==> src/rtl/multicycle_control_fsm_pkg.sv <==
// multicycle_control_fsm_pkg: opcode, datapath-select and state encodings for the multi-cycle MIPS sequencer.
package multicycle_control_fsm_pkg;
  localparam logic [5:0] OP_R    = 6'b000000;
  localparam logic [5:0] OP_LW   = 6'b100011;
  localparam logic [5:0] OP_SW   = 6'b101011;
  localparam logic [5:0] OP_BEQ  = 6'b000100;
  localparam logic [5:0] OP_ADDI = 6'b001000;
  localparam logic [5:0] OP_J    = 6'b000010;
  localparam logic [1:0] ALU_ADD   = 2'b00;
  localparam logic [1:0] ALU_SUB   = 2'b01;
  localparam logic [1:0] ALU_FUNCT = 2'b10;
  localparam logic [1:0] SRCB_RT   = 2'b00;
  localparam logic [1:0] SRCB_4    = 2'b01;
  localparam logic [1:0] SRCB_IMM  = 2'b10;
  localparam logic [1:0] SRCB_BOFF = 2'b11;
  localparam logic [1:0] PCS_ALU    = 2'b00;
  localparam logic [1:0] PCS_ALUOUT = 2'b01;
  localparam logic [1:0] PCS_JUMP   = 2'b10;
  localparam logic [3:0] S_IDLE   = 4'd0;
  localparam logic [3:0] S_FETCH  = 4'd1;
  localparam logic [3:0] S_DECODE = 4'd2;
  localparam logic [3:0] S_MEMADR = 4'd3;
  localparam logic [3:0] S_MEMRD  = 4'd4;
  localparam logic [3:0] S_MEMWB  = 4'd5;
  localparam logic [3:0] S_MEMWR  = 4'd6;
  localparam logic [3:0] S_EXEC   = 4'd7;
  localparam logic [3:0] S_ALUWB  = 4'd8;
  localparam logic [3:0] S_ADDIEX = 4'd9;
  localparam logic [3:0] S_ADDIWB = 4'd10;
  localparam logic [3:0] S_BRANCH = 4'd11;
  localparam logic [3:0] S_JUMP   = 4'd12;
  localparam logic [3:0] S_ERROR  = 4'd13;
  function automatic logic [3:0] decode_next(input logic [5:0] op);
    return op == OP_R ? S_EXEC :
           (op == OP_LW || op == OP_SW) ? S_MEMADR :
           op == OP_BEQ ? S_BRANCH :
           op == OP_ADDI ? S_ADDIEX :
           op == OP_J ? S_JUMP : S_ERROR;
  endfunction
endpackage

==> src/rtl/multicycle_control_fsm_retire_counter.sv <==
// multicycle_control_fsm_retire_counter: wrapping count of retired instructions.
module multicycle_control_fsm_retire_counter #(
  parameter int CNT_W = 32
) (
  input  logic             clk,
  input  logic             rst_n,
  input  logic             inc,
  output logic [CNT_W-1:0] count
);
  logic [CNT_W-1:0] count_d, count_q;
  assign count_d = count_q + CNT_W'(inc);
  assign count = count_q;
  always_ff @(posedge clk or negedge rst_n)
    if (!rst_n) count_q <= '0;
    else count_q <= count_d;
endmodule

==> src/rtl/multicycle_control_fsm.sv <==
// multicycle_control_fsm: Moore sequencer for the multi-cycle MIPS datapath with
// memory handshake, retired-instruction counter and sticky illegal-opcode flag.
module multicycle_control_fsm
  import multicycle_control_fsm_pkg::*;
#(
  parameter int CNT_W = 32
) (
  input  logic             clk,
  input  logic             rst_n,
  input  logic             run,
  input  logic [5:0]       opcode,
  input  logic             mem_ready,
  output logic             pc_write,
  output logic             pc_write_cond,
  output logic             i_or_d,
  output logic             mem_read,
  output logic             mem_write,
  output logic             ir_write,
  output logic             mem_to_reg,
  output logic             reg_dst,
  output logic             reg_write,
  output logic             alu_src_a,
  output logic [1:0]       alu_src_b,
  output logic [1:0]       alu_op,
  output logic [1:0]       pc_source,
  output logic             illegal_op,
  output logic [CNT_W-1:0] retired
);
  logic [3:0] state_d, state_q;
  logic [5:0] op_d, op_q;
  logic       illegal_d, illegal_q;
  logic       fin;
  always_comb begin
    state_d = state_q;
    fin = 1'b0;
    case (state_q)
      S_IDLE:   state_d = run ? S_FETCH : S_IDLE;
      S_FETCH:  state_d = mem_ready ? S_DECODE : S_FETCH;
      S_DECODE: state_d = decode_next(opcode);
      S_MEMADR: state_d = op_q == OP_LW ? S_MEMRD : S_MEMWR;
      S_MEMRD:  state_d = mem_ready ? S_MEMWB : S_MEMRD;
      S_MEMWR:  fin = mem_ready;
      S_EXEC:   state_d = S_ALUWB;
      S_ADDIEX: state_d = S_ADDIWB;
      S_MEMWB, S_ALUWB, S_ADDIWB, S_BRANCH, S_JUMP: fin = 1'b1;
      default:  state_d = S_ERROR;
    endcase
    if (fin) state_d = run ? S_FETCH : S_IDLE;
  end
  assign op_d = state_q == S_DECODE ? opcode : op_q;
  assign illegal_d = illegal_q | (state_d == S_ERROR);
  always_ff @(posedge clk or negedge rst_n)
    if (!rst_n) begin
      state_q <= S_IDLE;
      op_q <= '0;
      illegal_q <= 1'b0;
    end else begin
      state_q <= state_d;
      op_q <= op_d;
      illegal_q <= illegal_d;
    end
  // FETCH loads IR and PC only in the cycle memory actually returns the word
  assign pc_write      = (state_q == S_FETCH && mem_ready) || state_q == S_JUMP;
  assign ir_write      = state_q == S_FETCH && mem_ready;
  assign pc_write_cond = state_q == S_BRANCH;
  assign i_or_d        = state_q == S_MEMRD || state_q == S_MEMWR;
  assign mem_read      = state_q == S_FETCH || state_q == S_MEMRD;
  assign mem_write     = state_q == S_MEMWR;
  assign mem_to_reg    = state_q == S_MEMWB;
  assign reg_dst       = state_q == S_ALUWB;
  assign reg_write     = state_q == S_MEMWB || state_q == S_ALUWB || state_q == S_ADDIWB;
  assign alu_src_a     = state_q == S_MEMADR || state_q == S_EXEC || state_q == S_ADDIEX || state_q == S_BRANCH;
  assign alu_src_b     = state_q == S_FETCH ? SRCB_4 :
                         state_q == S_DECODE ? SRCB_BOFF :
                         (state_q == S_MEMADR || state_q == S_ADDIEX) ? SRCB_IMM : SRCB_RT;
  assign alu_op        = state_q == S_EXEC ? ALU_FUNCT : state_q == S_BRANCH ? ALU_SUB : ALU_ADD;
  assign pc_source     = state_q == S_BRANCH ? PCS_ALUOUT : state_q == S_JUMP ? PCS_JUMP : PCS_ALU;
  assign illegal_op    = illegal_q;
  multicycle_control_fsm_retire_counter #(.CNT_W(CNT_W)) u_retire (
    .clk   (clk),
    .rst_n (rst_n),
    .inc   (fin),
    .count (retired)
  );
endmodule

==> config.mk <==
export PLATFORM = sky130hd
export DESIGN_NAME = multicycle_control_fsm
export DESIGN_NICKNAME = d
export VERILOG_FILES = /design/src/rtl/multicycle_control_fsm_pkg.sv /design/src/rtl/multicycle_control_fsm_retire_counter.sv /design/src/rtl/multicycle_control_fsm.sv
export SDC_FILE = /design/constraint.sdc
export NUM_CORES = 1
export LEC_CHECK = 0
export CAP_MARGIN = 20
export CELL_PAD_IN_SITES_DETAIL_PLACEMENT = 1
export CELL_PAD_IN_SITES_GLOBAL_PLACEMENT = 1
export CORE_AREA = 8 8 93 95
export DETAILED_ROUTE_END_ITERATION = 10
export DIE_AREA = 0 0 101 103
export GPL_TIMING_DRIVEN = 0
export HOLD_SLACK_MARGIN = 0.05
export PLACE_DENSITY_LB_ADDON = 0.1
export SLEW_MARGIN = 20
export SYNTH_ARGS = -nofsm -noshare
export SYNTH_HDL_FRONTEND = slang
export SYNTH_HIERARCHICAL = 1
export SYNTH_SLANG_ARGS = --single-unit
==> constraint.sdc <==
create_clock -name clk -period 2.5 [get_ports clk]
set_clock_uncertainty 0.2 [all_clocks]
set_input_delay 0.25 -clock clk [delete_from_list [all_inputs] [get_ports clk]]
set_output_delay 0.25 -clock clk [all_outputs]
set_load 0.005 [all_outputs]
==> results.json <==
{
  "grt_pass1_wl_um": 10630,
  "drt-initial-drc-count": 30,
  "drt_pass1_iterations": 4,
  "insertion_delay_ps": 300,
  "fin_area_mm2": 0.003369,
  "synth_cells": 228,
  "reg2reg_from": "state_q[0]",
  "gp_congestion": 0.7146,
  "max_freq_ghz": 0.4161,
  "syn2layout_area_growth_pct": 42.04,
  "place_hpwl_um": 4658,
  "p_seq_frac": 0.355,
  "yosysWarnings": 6,
  "ys_ff_latch": 43,
  "fin_crit_ps": 2403,
  "ys.flop_type": "dfrtp_1",
  "remaining_drc_errors": 0,
  "combPwrFrac": 0.486,
  "via_count": 1972,
  "finalHoldViolCount": 0,
  "cts.sinks": 43,
  "grt_start_max_net_pins": 26,
  "hp-class": "input pin to async pin",
  "outcome": "finished, final reports clean",
  "swShare": 0.3538,
  "die_y_um": 103,
  "cts-htree-levels": 2,
  "path_max_fanout": 10,
  "cts.clk_slew.worst_paths_ps": 90,
  "antenna_found_initial": 0,
  "antenna_cells": 0,
  "maxCapViolations": 0,
  "setup_viol": 0,
  "final_antenna_net_count": 0,
  "reg2regPathDepth": 11,
  "synth_edf_count": 0,
  "setup_tns_ps": 0,
  "report.final.slew_viol_count": 0,
  "port-buffer-count": 57,
  "postPlaceCellArea_mm2": 0.003082,
  "core_area_mm2": 0.007137,
  "viasPerCell": 4.905,
  "start_kind": "flip-flop",
  "cts_root_buf": "clkbuf_8",
  "drive_gt1_frac": 0.2145,
  "syn_avg_cell_area_um2": 10.40,
  "end_kind": "flip-flop",
  "die_area_mm2": 0.01040,
  "intPower_w": 0.001742,
  "vdd_drop_max_mv": 0.4823,
  "clockPowerShare": 0.159,
  "num_io_pins": 59,
  "path_class": "flip-flop to flip-flop",
  "numCtsBuffers": 5,
  "clockBufferDepth": 2,
  "period_share": 0.9613,
  "num-nets-final": 315,
  "rows": 31,
  "switching_power_w": 0.0009537,
  "grtUsageTotal": 0.1284,
  "cellPowerDensity_mw_per_mm2": 800.0,
  "required_ps": 2520,
  "wl_um": 6341,
  "grt_pass1_vias": 2134,
  "yosysSeqAreaShare": 0.4536,
  "worstPathArrival_ps": 2420,
  "die_w_um": 101,
  "synthesis.nets": 241,
  "ff2ff_setup_slack_ps": 100,
  "p_leak_nw": 1.452,
  "yosysUniqueCellTypes": 48,
  "r2r-end": "u_retire/count[24]",
  "grt-ovfl-total": 0,
  "start_util": 0.3324,
  "tightest_slew_ps": 489.4,
  "cts_tree": "done",
  "wl_per_cell_um": 15.77,
  "syn_area_mm2": 0.002372,
  "synth-async-reset-ratio": 1.000,
  "max-slew-margin-rel": 0.6728
}
==> cell usage in the layout, fill, tap and decap left out, drive strengths merged, types with 2 or more instances in the layout <==
cell / n
nand2b: 4
nand2: 14
and4: 3
nand4: 11
o22ai: 4
xor2: 15
buf: 20
a21oi: 3
nor4: 9
mux2: 7
a31o: 2
or2: 2
nand3: 14
nor2b: 2
and2: 3
clkdlybuf4s50: 55
nor2: 15
and3: 7
nor3: 16
o21ai: 4
clkbuf: 7
dfrtp: 43
xnor2: 17
ha: 3
inv: 7
dlygate4sd3: 2
==> metal layers <==
| metal | track usage | vias to the layer above | wire (µm) | share of wire |
|---|---|---|---|---|
| met3 | 0.02971 | 7 | 284 | 0.045 |
| met5 | 0 | - | 0 | 0 |
| met1 | 0.1597 | 971 | 2867 | 0.45 |
| met2 | 0.2165 | 32 | 3120 | 0.49 |
| li1 | - | 962 | - | - |
| met4 | 0.03780 | 0 | 68 | 0.011 |
==> cell usage after synthesis, types with 2 or more instances <==
library cell,number,share of area
nand3_1,14,0.030
and2_1,3,0.0079
buf_6,3,0.014
buf_2,4,0.0084
nand2_1,14,0.022
and3_1,7,0.018
o21ai_0,2,0.0042
nand4_1,10,0.026
dfrtp_1,43,0.45
inv_1,6,0.0095
and4_1,3,0.011
mux2_2,7,0.033
ha_1,3,0.016
xor2_1,15,0.055
nand2b_1,3,0.0079
nor3_1,15,0.032
nor4_2,8,0.042
o22ai_1,4,0.011
a21oi_1,3,0.0063
nor2_1,15,0.024
xnor2_1,17,0.063
buf_4,3,0.0095
==> per-stage QoR <==
stage                     std cells  total power [W]  setup WS [ps]  hold WS (ps)  utilization
after global placement          384         0.002088         -689.6         261.8       0.4297
after detailed placement        385         0.002104         -719.1         41.99       0.4318
after CTS                       400         0.002650          11.25         247.6       0.4607
after global routing            402         0.002905         -30.47         291.1       0.4721
final                           402         0.002696          96.76         241.4       0.4721
after floorplan                 228         0.001627          16.42        -245.6            -
==> layout make-up <==
| type | count | area [µm²] |
|---|---|---|
| Fill cell | 810 | 3767 |
| Multi-Input combinational cell | 166 | 1290 |
| Sequential cell | 43 | 1077 |
| Timing Repair Buffer | 67 | 660.6 |
| Tap cell | 99 | 123.9 |
| Buffer | 12 | 106.4 |
| Clock buffer | 6 | 72.57 |
| Inverter | 7 | 26.28 |
| Clock inverter | 2 | 12.51 |
==> state kept, by name (all words and copies together) (netlist names) <==
name            count
u_retire/count     32
op_q                6
state_q             4
illegal_op          1
==> power by group through the flow <==
stage          Combinational [W]  Sequential, W  Clock, W
2_1_floorplan           0.000691       0.000936         0
3_3_place_gp             0.00113       0.000953         0
3_5_place_dp             0.00114       0.000959         0
4_1_cts                  0.00125       0.000945  0.000451
5_1_grt                  0.00146       0.000979  0.000471
6_report                 0.00131       0.000957  0.000428
==> worst max path at each step <==
stage	from	end	slack, ps
2_1_floorplan	state_q[2]	u_retire/count[20]	20
3_5_place_dp	mem_ready	u_retire/count[20]	-720
5_1_grt	state_q[0]	u_retire/count[24]	-30
6_report	state_q[0]	u_retire/count[24]	100
3_3_place_gp	mem_ready	u_retire/count[18]	-690
4_1_cts	state_q[0]	u_retire/count[24]	10
==> cell families after synthesis <==
family,Yosys count,synth area share
compound gates,21,0.06698
xor+xnor,32,0.1181
fa+ha+maj,3,0.01582
buf+inv,19,0.04641
flops,43,0.4536
mux,8,0.03745
simple gates,102,0.2616
==> worst max-delay path, stage by stage (launching register included) <==
cell and delay, ps:
dfrtp_1 370, buf_6 140, buf_4 170, a21oi_2 140, o22ai_2 110, inv_2 90
ha_4 150, ha_4 150, nand4_1 210, buf_4 230, nor4_4 210, xor2_1 160
==> what timing repair did <==
item / in CTS / in global routing
setup endpoints to repair: 21 / 21
pin swaps: 1 / 2
endpoints found under the hold margin: 19 / 0
resized for setup: 14 / 15
setup buffers: 5 / 2
hold buffers: 2 / 0
Note: power is estimated with default switching activity, not from simulation.
